`src/rtl/i2s_pkg.sv`:
```
// Shared types and defaults for the I2S frame controller.
package i2s_pkg;

    typedef enum logic {
        CH_LEFT  = 1'b0,
        CH_RIGHT = 1'b1
    } chan_e;

    // PISO mode select values presented on piso_wren_o
    localparam logic PISO_LOAD  = 1'b0;
    localparam logic PISO_SHIFT = 1'b1;

    localparam int unsigned DEF_WD       = 24;
    localparam int unsigned DEF_SLOT_W   = 32;
    localparam int unsigned DEF_BCLK_DIV = 4;

endpackage

```
`src/rtl/i2s_bclk_gen.sv`:
```
// BCLK divider: toggles bclk_o every BCLK_DIV system clocks and flags the
// cycle in which the falling or rising BCLK edge will take effect.
module i2s_bclk_gen
    import i2s_pkg::*;
#(
    parameter int unsigned BCLK_DIV = DEF_BCLK_DIV
) (
    input  logic clk_i,
    input  logic rst_ni,
    input  logic en_i,
    output logic bclk_o,
    output logic fall_evt_o,
    output logic rise_evt_o
);

    localparam int unsigned CW = (BCLK_DIV > 1) ? $clog2(BCLK_DIV) : 1;
    localparam logic [CW-1:0] CNT_MAX = CW'(BCLK_DIV - 1);

    logic [CW-1:0] cnt_q, cnt_d;
    logic          bclk_q, bclk_d;
    logic          tc;

    // Divider next state; events are asserted during the terminal-count cycle
    always_comb begin
        tc     = en_i && (cnt_q == CNT_MAX);
        cnt_d  = cnt_q;
        bclk_d = bclk_q;
        if (!en_i) begin
            cnt_d  = '0;
            bclk_d = 1'b0;
        end else if (tc) begin
            cnt_d  = '0;
            bclk_d = ~bclk_q;
        end else begin
            cnt_d  = cnt_q + CW'(1);
        end
        fall_evt_o = tc && bclk_q;
        rise_evt_o = tc && !bclk_q;
    end

    // Divider registers
    always_ff @(posedge clk_i or negedge rst_ni) begin
        if (!rst_ni) begin
            cnt_q  <= '0;
            bclk_q <= 1'b0;
        end else begin
            cnt_q  <= cnt_d;
            bclk_q <= bclk_d;
        end
    end

    assign bclk_o = bclk_q;

endmodule

```
`src/rtl/i2s_frame_ctrl.sv`:
```
// Master-mode I2S sequencer: slot counter, LRCK, PISO/SIPO strobes and the
// DSP-side transmit holding buffer / receive pair outputs.
module i2s_frame_ctrl
    import i2s_pkg::*;
#(
    parameter int unsigned WD       = DEF_WD,
    parameter int unsigned SLOT_W   = DEF_SLOT_W,
    parameter int unsigned BCLK_DIV = DEF_BCLK_DIV
) (
    input  logic          clk_i,
    input  logic          rst_ni,
    input  logic          en_i,
    output logic          bclk_o,
    output logic          lrck_o,
    output logic          dacdat_o,
    input  logic          piso_sdata_i,
    output logic          piso_en_o,
    output logic          piso_wren_o,
    output logic [WD-1:0] piso_pdata_o,
    output logic          sipo_en_o,
    output logic          sipo_wren_o,
    input  logic [WD-1:0] sipo_pdata_i,
    input  logic [WD-1:0] tx_left_i,
    input  logic [WD-1:0] tx_right_i,
    input  logic          tx_valid_i,
    output logic          tx_ready_o,
    output logic          tx_underrun_o,
    output logic [WD-1:0] rx_left_o,
    output logic [WD-1:0] rx_right_o,
    output logic          rx_valid_o
);

    localparam int unsigned BW = $clog2(SLOT_W);
    localparam logic [BW-1:0] B_LAST = BW'(SLOT_W - 1);
    localparam logic [BW-1:0] B_ONE  = BW'(1);
    localparam logic [BW-1:0] B_TWO  = BW'(2);
    localparam logic [BW-1:0] B_WD   = BW'(WD);
    localparam logic [BW-1:0] B_CAP  = BW'(WD + 1);

    logic          fall_evt, rise_evt;

    logic [BW-1:0] b_q, b_d, b_next;
    chan_e         lrck_q, lrck_d;
    logic          dacdat_q, dacdat_d;
    logic          run_q, run_d;
    logic [WD-1:0] left_hold_q, left_hold_d;
    logic [WD-1:0] rx_left_q, rx_left_d;
    logic [WD-1:0] rx_right_q, rx_right_d;
    logic          rx_valid_q, rx_valid_d;
    logic          underrun_q, underrun_d;

    logic          buf_full_q, buf_full_d;
    logic [WD-1:0] buf_left_q, buf_left_d;
    logic [WD-1:0] buf_right_q, buf_right_d;
    logic [WD-1:0] shadow_q, shadow_d;

    logic          load_evt, shift_evt, cap_evt, in_word, left_load, xfer;

    i2s_bclk_gen #(
        .BCLK_DIV (BCLK_DIV)
    ) u_bclk_gen (
        .clk_i      (clk_i),
        .rst_ni     (rst_ni),
        .en_i       (en_i),
        .bclk_o     (bclk_o),
        .fall_evt_o (fall_evt),
        .rise_evt_o (rise_evt)
    );

    // Event decode: strobes refer to the slot bit being entered on a falling edge
    always_comb begin
        b_next    = (b_q == B_LAST) ? '0 : b_q + B_ONE;
        load_evt  = fall_evt && (b_next == B_ONE);
        shift_evt = fall_evt && (b_next >= B_TWO) && (b_next <= B_WD);
        cap_evt   = fall_evt && (b_next == B_CAP);
        in_word   = (b_q >= B_ONE) && (b_q <= B_WD);
        left_load = load_evt && (lrck_q == CH_LEFT);
        xfer      = tx_valid_i && !buf_full_q;
    end

    // Shift-register strobes and parallel word selection
    always_comb begin
        piso_en_o    = load_evt || shift_evt;
        piso_wren_o  = shift_evt ? PISO_SHIFT : PISO_LOAD;
        sipo_en_o    = rise_evt && in_word;
        if (lrck_q == CH_LEFT) begin
            piso_pdata_o = buf_full_q ? buf_left_q : '0;
        end else begin
            piso_pdata_o = shadow_q;
        end
    end

    // Slot counter, LRCK, serial data and receive pair next state
    always_comb begin
        b_d         = b_q;
        lrck_d      = lrck_q;
        dacdat_d    = 1'b0;
        run_d       = en_i;
        left_hold_d = left_hold_q;
        rx_left_d   = rx_left_q;
        rx_right_d  = rx_right_q;
        rx_valid_d  = 1'b0;
        underrun_d  = 1'b0;
        if (!en_i) begin
            b_d         = B_LAST;
            lrck_d      = CH_RIGHT;
            left_hold_d = '0;
            rx_left_d   = '0;
            rx_right_d  = '0;
        end else begin
            if (fall_evt) begin
                b_d = b_next;
                if (b_q == B_LAST) begin
                    lrck_d = (lrck_q == CH_LEFT) ? CH_RIGHT : CH_LEFT;
                end
            end
            dacdat_d   = in_word ? piso_sdata_i : 1'b0;
            underrun_d = left_load && !buf_full_q;
            if (cap_evt) begin
                if (lrck_q == CH_LEFT) begin
                    left_hold_d = sipo_pdata_i;
                end else begin
                    rx_left_d  = left_hold_q;
                    rx_right_d = sipo_pdata_i;
                    rx_valid_d = 1'b1;
                end
            end
        end
    end

    // Holding buffer: independent of en_i; a same-cycle consume sees the old contents
    always_comb begin
        buf_full_d  = buf_full_q;
        buf_left_d  = buf_left_q;
        buf_right_d = buf_right_q;
        shadow_d    = shadow_q;
        if (left_load) begin
            shadow_d   = buf_full_q ? buf_right_q : '0;
            buf_full_d = 1'b0;
        end
        if (xfer) begin
            buf_full_d  = 1'b1;
            buf_left_d  = tx_left_i;
            buf_right_d = tx_right_i;
        end
    end

    // State registers
    always_ff @(posedge clk_i or negedge rst_ni) begin
        if (!rst_ni) begin
            b_q         <= B_LAST;
            lrck_q      <= CH_RIGHT;
            dacdat_q    <= 1'b0;
            run_q       <= 1'b0;
            left_hold_q <= '0;
            rx_left_q   <= '0;
            rx_right_q  <= '0;
            rx_valid_q  <= 1'b0;
            underrun_q  <= 1'b0;
            buf_full_q  <= 1'b0;
            buf_left_q  <= '0;
            buf_right_q <= '0;
            shadow_q    <= '0;
        end else begin
            b_q         <= b_d;
            lrck_q      <= lrck_d;
            dacdat_q    <= dacdat_d;
            run_q       <= run_d;
            left_hold_q <= left_hold_d;
            rx_left_q   <= rx_left_d;
            rx_right_q  <= rx_right_d;
            rx_valid_q  <= rx_valid_d;
            underrun_q  <= underrun_d;
            buf_full_q  <= buf_full_d;
            buf_left_q  <= buf_left_d;
            buf_right_q <= buf_right_d;
            shadow_q    <= shadow_d;
        end
    end

    assign lrck_o        = lrck_q;
    assign dacdat_o      = dacdat_q;
    assign sipo_wren_o   = run_q;
    assign tx_ready_o    = !buf_full_q;
    assign tx_underrun_o = underrun_q;
    assign rx_left_o     = rx_left_q;
    assign rx_right_o    = rx_right_q;
    assign rx_valid_o    = rx_valid_q;

endmodule

```
`config.mk`:
```
export PLATFORM = sky130hd
export DESIGN_NAME = i2s_frame_ctrl
export DESIGN_NICKNAME = d
export VERILOG_FILES = /design/src/rtl/i2s_pkg.sv /design/src/rtl/i2s_bclk_gen.sv /design/src/rtl/i2s_frame_ctrl.sv
export SDC_FILE = /design/constraint.sdc
export NUM_CORES = 1
export LEC_CHECK = 0
export ABC_AREA = 1
export CELL_PAD_IN_SITES_DETAIL_PLACEMENT = 1
export CELL_PAD_IN_SITES_GLOBAL_PLACEMENT = 1
export CORE_UTILIZATION = 34
export CTS_BUF_LIST = sky130_fd_sc_hd__clkbuf_16
export DETAILED_ROUTE_END_ITERATION = 10
export PLACE_DENSITY = 0.74
export SLEW_MARGIN = 40
export SYNTH_ARGS = -nofsm -noshare
export SYNTH_HDL_FRONTEND = slang
export SYNTH_SLANG_ARGS = --single-unit
export TNS_END_PERCENT = 1
```
`constraint.sdc`:
```
create_clock -name clk_i -period 2.8 [get_ports clk_i]
set_input_delay 0.42 -clock clk_i [delete_from_list [all_inputs] [get_ports clk_i]]
set_output_delay 0.42 -clock clk_i [all_outputs]
set_load 0.03 [all_outputs]
```
==> results of run 1 <==
==> kinds of logic (layout without fill, tap and decap cells) <==
| family | after synthesis | after routing | synth area share, % |
|---|---|---|---|
| fa+ha+maj | 5 | 5 | 0.967 |
| flops | 158 | 158 | 61.2 |
| compound gates | 47 | 47 | 5.20 |
| simple gates | 336 | 336 | 21.1 |
| mux | 42 | 42 | 7.31 |
| buf+inv | 55 | 227 | 4.12 |
==> placed cells by master, fill, tap and decap left out, types with 7 or more instances in the layout <==
cell,Yosys,final
buf_4,1,11
nand4_1,26,26
nand2_2,3,7
nor2_1,22,19
inv_1,20,17
mux2_2,42,42
clkbuf_16,0,17
a21oi_1,9,9
dlygate4sd2_1,0,24
a22o_1,24,24
clkdlybuf4s50_1,0,130
dfrtp_1,152,152
o21ai_0,9,8
nand2_1,273,269
==> through the flow <==
step	cell area, um2	worst slack (ns)	cells	power, W
2_1_floorplan	6470	0.624	643	0.00251
3_3_place_gp	8320	0.160	1014	0.00270
3_5_place_dp	8330	0.261	1014	0.00271
4_1_cts	8980	0.00254	1048	0.00526
5_1_grt	9000	0.00112	1049	0.00537
6_report	9000	0.106	1049	0.00520
==> layer usage <==
layer | GRT usage (%) | up-vias | wire (um)
li1 | - | 2412 | -
met1 | 24.3 | 2494 | 7870
met2 | 31.2 | 161 | 8300
met3 | 5.85 | 21 | 1210
met4 | 5.55 | 0 | 266
met5 | 0 | - | 0
==> sequential cells by signal, summed over array words and instances (netlist names), 2 cells and up <==
signal            cells
rx_right_o           24
rx_left_o            24
shadow_q             24
buf_left_q           24
buf_right_q          24
b_q                   5
left_hold_q          24
u_bclk_gen.cnt_q      2
==> synth_stat cells <==
master,count,area share [%]
nor2_1,22,1.3
ha_1,5,0.97
nor2_8,1,0.31
nand3_1,6,0.46
a22o_1,24,3.3
o21ai_0,9,0.70
dfstp_2,6,2.4
inv_1,20,1.2
inv_2,3,0.17
a31oi_1,1,0.097
nand4_1,26,2.5
nand2_1,273,16
dfrtp_1,152,59
mux2_2,42,7.3
o211ai_1,1,0.12
nor3_1,2,0.15
buf_4,1,0.12
buf_2,15,1.2
clkbuf_1,10,0.58
a21oi_1,9,0.70
nand2_2,3,0.29
o31ai_1,1,0.12
buf_1,1,0.058
buf_6,5,0.87
a22oi_1,2,0.23
nor2_2,3,0.29
==> worst paths after layout <==
kind	slack (ns)	startpoint	end
worst max register to register	0.44	b_q[0]	rx_right_o[23]
max in group asynchronous	2.01	rst_ni	shadow_q[16]
worst max-delay path	0.11	b_q[1]	sipo_en_o
worst min-delay path	0.04	rst_ni	rx_left_o[14]
worst min register to register	0.44	u_bclk_gen.cnt_q[0]	u_bclk_gen.cnt_q[0]
min in group clk_i	0.44	u_bclk_gen.cnt_q[0]	u_bclk_gen.cnt_q[0]
==> timing repair <==
item / in CTS / in global routing
endpoints found under the setup margin: 26 / 2
buffers inserted: 2 / 1
pin swaps: 2 / 2
gates resized for setup: 31 / 8
==> power by group <==
group / leakage [nW] / switching, W / total (W) / internal, W
sequential: 2.12 / 0.0000331 / 0.00238 / 0.00235
combinational: 2.21 / 0.000135 / 0.000288 / 0.000153
clock: 0.314 / 0.00100 / 0.00253 / 0.00153
total: 4.64 / 0.00117 / 0.00520 / 0.00403
==> cell type report <==
cell class,instances,share of cell area [%]
Clock buffer,17,4.73
Inverter,23,0.959
Clock inverter,15,2.45
Tap cell,234,3.25
Multi-Input combinational cell,430,25.4
Sequential cell,158,44.0
Timing Repair Buffer,172,19.2
==> out/qor.yml, run 1 <==
outcome:
  status: "finished, final reports clean"
critical_path:
  crit_cells: 8
  crit_chain: "buf_4 -> inv_1 -> ha_1 -> nor2_1 -> nand3_1 -> o31ai_1 -> nor2_1 -> buf_12"
  cp-start-kind: "flip-flop"
  cp_top_family: "flip-flops"
  worstSetupPathType: "flip-flop to primary output"
  cp-end-kind: "primary output"
  required_ns: 2.38
  arrival_ns: 2.27
  cp_slowest_cell: "dfstp_2"
  crit_fanout: 4
  cpPeakStageDelay_ns: 0.54
  reg2regPathDepth: 12
  path_common_cell: "nor2_1"
  critPathBufInv: 3
synthesis:
  synth_nets: 725
  ys_warn_count: 0
  ys_ff_latch: 158
  synth_area_um2: 6470
  postSynthAreaPerCell_um2: 10.1
  yosysSeqAreaShare_pct: 61.2
  synth_cells: 643
  ys_types: 26
clocking:
  clock-sinks: 158
  clk_latency_ns: 0.42
  cts_tree: "yes"
  cts-root-buf: "clkbuf_16"
  clock_path_buffers: 2
  clk_pin_slew_ns: 0.07
  cts_buffers: 17
  holdBufCountCts: 0
  cts.htree.levels: 4
die:
  core-area_um2: 18700
  initial_core_util_pct: 34.6
  die_area_um2: 19600
  io_pins: 159
  die_h_um: 140
  die_x_um: 140
  row_count: 50
route:
  drtIter0Drc: 164
  drc_errors: 0
  vias: 5088
  first_pass_iters: 4
  routedWlPerCell_um: 16.8
  wl_mm: 17.7
  drtAntennaViolNets: 0
  vias_per_cell: 4.85
global_route:
  grt_max_degree: 75
  grt.overflow.total: 0
  grt_pass1_vias: 5509
  grt_pass1_wl_mm: 29.2
  grt_antenna_before_repair: 0
  grtUsageTotal_pct: 19.1
sta:
  fin_hold_ws_ns: 0.0359
  worstMarginPinSlew_ns: 0.707
  maxSlewViolCount: 0
  period_share_pct: 96.2
  hold_viol: 0
  setup_violations: 0
  maxSlewHeadroom_pct: 52.9
  skew_ns: 0.00911
  tns_ns: 0
  rsz0062_at_grt: "false"
  finalCriticalPeriod_ns: 2.69
  max_freq_mhz: 371
place:
  place_congestion: 0.776
  portBuffers: 158
  dp_hpwl_mm: 12.1
final_layout:
  layout.nets: 884
  drive_gt1_share_pct: 15.2
  fill_cells: 2068
  multi_input_area_um2: 2290
  seq_area_um2: 3960
  antenna_cells: 0
  synthToLayoutAreaGrowth_pct: 39.2
  post-route-util_pct: 48.1
pwr:
  power_leakage_nw: 4.64
  irDropWorstVdd_uv: 400
  power.density_nw_per_um2: 578
hold_path:
  hp-class: "input port to asynchronous set/reset pin"
flow_run:
  maxCapViolations: 0
Note: power is estimated with default switching activity, not from simulation.
==> inputs of run 2 (changes only) <==
- CORE_MARGIN: unset -> 2
==> out/qor.yml, run 2 (synthesis results as in run 1) <==
outcome:
  status: "finished, final reports clean"
die:
  row_count: 50  # unchanged
  die_area_um2: 20100  # +2.9%
  initial_core_util_pct: 34.6  # unchanged
  die_x_um: 142  # +1.4%
  io_pins: 159  # unchanged
  die_h_um: 142  # +1.4%
  core-area_um2: 18700  # unchanged
route:
  vias_per_cell: 4.86  # +0.28%
  wl_mm: 17.8  # +1.0%
  routedWlPerCell_um: 17.0  # +1.0%
  drtIter0Drc: 120  # -27%
  first_pass_iters: 4  # unchanged
  vias: 5102  # +0.28%
  drtAntennaViolNets: 0  # unchanged
  drc_errors: 0  # unchanged
critical_path:
  cpPeakStageDelay_ns: 0.54  # about the same
  cp-start-kind: "flip-flop"
  critPathBufInv: 2  # -1
  path_common_cell: "nand2_2"
  reg2regPathDepth: 14  # +2
  required_ns: 2.38  # about the same
  crit-reg2reg-launch: "b_q[0]"
  rr_endpoint: "rx_right_o[12]"
  crit_cells: 11  # +3
  crit_fanout: 4  # unchanged
  cp_slowest_cell: "dfstp_2"
  cp_top_family: "simple AND/OR/NAND/NOR gates"
  arrival_ns: 2.22  # -0.05 ns
  cp-end-kind: "primary output"
  rrSetupSlack_ns: 0.38  # -0.06 ns
  worstSetupPathType: "flip-flop to primary output"
  crit_chain: "ha_2 -> nand2_2 -> nor2_2 -> ha_2 -> inv_2 -> nand3_2 -> nand2_2 -> o21ai_1 -> nand3_2 -> nand2_2 -> buf_12"
final_layout:
  seq_area_um2: 3960  # unchanged
  drive_gt1_share_pct: 14.5  # -0.74 points
  fill_cells: 2073  # +0.24%
  layout.nets: 885  # +0.11%
  final_cell_area_um2: 8870  # -1.4%
  synthToLayoutAreaGrowth_pct: 37.2
  multi_input_area_um2: 2290  # about the same
  antenna_cells: 0  # unchanged
  final_common_cell: "nand2_1"
  final_cell_mix: "269 x nand2_1, 152 x dfrtp_1, 130 x clkdlybuf4s50_1"
global_route:
  grt_pass1_vias: 5706  # +3.6%
  grtUsageTotal_pct: 18.6  # -0.50 points
  grt_max_degree: 81  # +8.0%
  grt.overflow.total: 0  # unchanged
  grt_pass1_wl_mm: 29.2  # -0.16%
  grt_antenna_before_repair: 0  # unchanged
sta:
  maxSlewHeadroom_pct: 53.2  # +0.30 points
  finalCriticalPeriod_ns: 2.64  # -0.0507 ns
  worstMarginPinSlew_ns: 0.700  # -0.00622 ns
  rsz0062_at_grt: "true"
  maxSlewViolCount: 0  # unchanged
  skew_ns: 0.00924  # +0.000124 ns
  fin_hold_ws_ns: 0.0381  # +0.00214 ns
  max_freq_mhz: 378  # +1.9%
  hold_viol: 0  # unchanged
  period_share_pct: 94.4  # -1.8 points
  setup_violations: 0  # unchanged
clocking:
  clk_latency_ns: 0.41  # about the same
  clock_path_buffers: 2  # unchanged
  cts-root-buf: "clkbuf_16"
  cts_tree: "yes"
  clock-sinks: 158  # unchanged
  clk_pin_slew_ns: 0.06  # about the same
  cts.htree.levels: 4  # unchanged
  cts_buffers: 17  # unchanged
hold_path:
  hp-class: "input port to asynchronous set/reset pin"
place:
  place_area_um2: 8310  # -0.21%
  place_congestion: 0.808  # +4.1%
  dp_hpwl_mm: 12.4  # +2.6%
  portBuffers: 158  # unchanged
pwr:
  power.density_nw_per_um2: 538  # -6.9%
  power_leakage_nw: 4.58  # -1.4%
  irDropWorstVdd_uv: 425  # +6.2%
flow_run:
  maxCapViolations: 0  # unchanged
## run 2: changes by cell type in the layout (fill, tap and decap cells not counted), sizes merged
cell	before	now
inv	31	25
clkinv	2	6
clkinvlp	1	5
bufinv	4	1
clkbuf	17	18
## run 2: routing by layer
| layer | up-vias | track usage, % | share of wire, % |
|---|---|---|---|
| li1 | 2408 | - | - |
| met1 | 2534 | 23.0 | 44 |
| met2 | 143 | 30.9 | 48 |
| met3 | 17 | 6.18 | 6.9 |
| met4 | 0 | 5.47 | 1.0 |
| met5 | - | 0 | 0 |
## run 2: worst max-delay path by stage
stage          slack, ns       start               end
2_1_floorplan       0.62      b_q[0]         piso_en_o
3_3_place_gp        0.14  buf_full_q  piso_pdata_o[18]
3_5_place_dp        0.21      b_q[0]     rx_right_o[1]
4_1_cts            0.005      b_q[0]         piso_en_o
5_1_grt            -0.03      b_q[0]         piso_en_o
6_report            0.16      b_q[0]         piso_en_o
## run 2: where the power goes
part	total, W	switching [W]	internal (W)	leakage, nW
logic	0.000289	0.000135	0.000153	2.21
clock network	0.00210	0.000902	0.00120	0.254
registers	0.00238	0.0000336	0.00235	2.12
total	0.00477	0.00107	0.00370	4.58
## run 2: per-stage QoR
stage	total power (W)	cells	worst slack (ns)	utilization, %	TNS (ns)
after floorplan	0.00251	643	0.624	-	0
after global placement	0.00270	1015	0.143	44.4	0
after detailed placement	0.00272	1015	0.208	44.4	0
after CTS	0.00484	1048	0.00522	47.2	0
after global routing	0.00496	1049	-0.0347	47.4	-0.0501
final	0.00477	1049	0.157	47.4	0
## run 2: final cells by class
class | count | share of cell area, %
sequential | 158 | 44.6
multi-input combinational | 430 | 25.8
timing repair buffer | 173 | 19.3
clock buffer | 17 | 4.79
tap | 234 | 3.30
clock inverter | 14 | 1.20
inverter | 23 | 0.973
## run 2: timing repair
item | 4_1_cts | 5_1_grt
pin swaps | 1 | 2
hold buffers | 0 | 0
buffers inserted | 2 | 1
endpoints found under the setup margin | 26 | 5
resized for setup | 29 | 8
==> inputs of run 3 (changes only) <==
- TNS_END_PERCENT: 1 -> unset
==> out/qor.yml, run 3 (synthesis results as in run 1) <==
outcome:
  status: "finished, final reports clean"
global_route:
  grt_max_degree: 81  # unchanged
  grt_pass1_vias: 5720  # +0.25%
  grt_pass1_wl_mm: 29.5  # +1.2%
  grtUsageTotal_pct: 18.8  # +0.27 points
  grt.overflow.total: 0  # unchanged
  grt_antenna_before_repair: 0  # unchanged
clocking:
  clk_latency_ns: 0.41  # about the same
  clock-sinks: 158  # unchanged
  clock_path_buffers: 2  # unchanged
  cts.htree.levels: 4  # unchanged
  cts_tree: "yes"
  clk_pin_slew_ns: 0.06  # about the same
  cts_buffers: 17  # unchanged
  cts-root-buf: "clkbuf_16"
sta:
  maxSlewHeadroom_pct: 55.5  # +2.3 points
  finalCriticalPeriod_ns: 2.71  # +0.0668 ns
  hold_viol: 0  # unchanged
  worst_slack_ns: 0.0904  # -0.0668 ns
  setup_violations: 0  # unchanged
  worstMarginPinSlew_ns: 0.668  # -0.0324 ns
  rsz0062_at_grt: "false"
  maxSlewViolCount: 0  # unchanged
  skew_ns: 0.00888  # -0.000359 ns
  tns_ns: 0  # unchanged
  max_freq_mhz: 369  # -2.5%
  period_share_pct: 96.8  # +2.4 points
critical_path:
  cp-start-kind: "flip-flop"
  crit_chain: "buf_4 -> a22o_1 -> clkdlybuf4s50_1"
  crit_fanout: 27  # +23
  required_ns: 2.38  # about the same
  cp-end-kind: "primary output"
  arrival_ns: 2.29  # +0.07 ns
  rrSetupSlack_ns: 0.40  # +0.02 ns
  worstSetupPathType: "flip-flop to primary output"
  cpPeakStageDelay_ns: 0.68  # +0.14 ns
  cp_slowest_cell: "clkdlybuf4s50_1"
route:
  vias: 5114  # +0.24%
  wl_mm: 18.1  # +1.6%
  drc_errors: 0  # unchanged
  routedWlPerCell_um: 17.3  # +1.5%
  vias_per_cell: 4.87  # +0.14%
  first_pass_iters: 4  # unchanged
  drtIter0Drc: 93  # -23%
  drtAntennaViolNets: 0  # unchanged
final_layout:
  antenna_cells: 0  # unchanged
  drive_gt1_share_pct: 14.8  # +0.35 points
  finalNonFillerCells: 1050  # +0.095%
  post-route-util_pct: 47.8  # +0.39 points
  seq_area_um2: 3960  # unchanged
  final_common_cell: "nand2_1"
  synthToLayoutAreaGrowth_pct: 38.3
  multi_input_area_um2: 2330  # +1.9%
  layout.nets: 886  # +0.11%
  final_cell_mix: "269 x nand2_1, 154 x clkdlybuf4s50_1, 152 x dfrtp_1"
  fill_cells: 2057  # -0.77%
die:
  die_area_um2: 20100  # unchanged
  die_h_um: 142  # unchanged
  core-area_um2: 18700  # unchanged
  initial_core_util_pct: 34.6  # unchanged
  io_pins: 159  # unchanged
  die_x_um: 142  # unchanged
  row_count: 50  # unchanged
place:
  place_ws_ns: 0.208  # unchanged
  dp_hpwl_mm: 12.4  # unchanged
  place_congestion: 0.808  # unchanged
  dp.cells: 1015  # unchanged
  portBuffers: 158  # unchanged
pwr:
  power.density_nw_per_um2: 534  # -0.78%
  combinationalPowerShare_pct: 6.1  # about the same
  clkPwrFrac_pct: 44.0  # about the same
  p_sw_w: 0.00107  # about the same
  irDropWorstVdd_uv: 427  # +0.44%
  p_int_w: 0.00370  # about the same
  sw_frac_of_total_pct: 22.4  # about the same
  seqPwrFrac_pct: 49.9  # about the same
  power_leakage_nw: 4.47  # -2.4%
flow_run:
  maxCapViolations: 0  # unchanged
hold_path:
  hp-class: "input port to asynchronous set/reset pin"
==> run 3: cell type report <==
| cell class | count | area share [%] |
|---|---|---|
| clock buffer | 17 | 4.76 |
| clock inverter | 14 | 1.19 |
| inverter | 23 | 0.965 |
| multi-input combinational | 431 | 26.1 |
| sequential | 158 | 44.3 |
| tap | 234 | 3.27 |
| timing repair buffer | 173 | 19.5 |
==> run 3: stage by stage <==
step / area, um2 / hold WS, ns / total power, W
floorplan: 6470 / 0.124 / 0.00251
global placement: 8310 / 0.421 / 0.00270
detailed placement: 8310 / 0.436 / 0.00272
CTS: 8880 / 0.0757 / 0.00484
global route: 8940 / 0.0826 / 0.00497
finish: 8940 / 0.0471 / 0.00477
==> run 3: timing repair <==
action                                  in CTS  in global routing
gates resized for setup                      6                 14
pin swaps                                    1                  3
gates cloned                                 1                  0
hold buffers                                 0                  0
endpoints found under the setup margin      26                  5
buffers inserted                             2                  1
==> run 3: power groups by stage <==
stage / Sequential (W) / Combinational, W / Clock, W
final: 0.00238 / 0.000291 / 0.00210
after floorplan: 0.00242 / 0.0000945 / 0
after CTS: 0.00238 / 0.000295 / 0.00216
after global routing: 0.00239 / 0.000319 / 0.00226
after global placement: 0.00242 / 0.000281 / 0
after detailed placement: 0.00242 / 0.000292 / 0
==> run 3: routing by layer <==
layer	global-route usage [%]	routed length [um]
met1	23.4	8010
met2	31.4	8670
met3	6.18	1240
met4	5.47	200
met5	0	0
==> run 3: final timing paths <==
check	from	endpoint	depth (start not counted)
max in group asynchronous	rst_ni	lrck_o	2
worst min-delay path	rst_ni	rx_right_o[16]	1
worst max-delay path	lrck_o	piso_pdata_o[22]	3
worst min register to register	u_bclk_gen.cnt_q[0]	u_bclk_gen.cnt_q[0]	1
min in group clk_i	u_bclk_gen.cnt_q[0]	u_bclk_gen.cnt_q[0]	1
worst max register to register	b_q[0]	rx_right_o[13]	14
==> run 3: critical path: cells and delay by family (launching register included) <==
kind                   cells  cell delay [ns]
DFF                        1             0.61
AOI/OAI and AO/OA          1             0.23
buffers and inverters      2             1.04
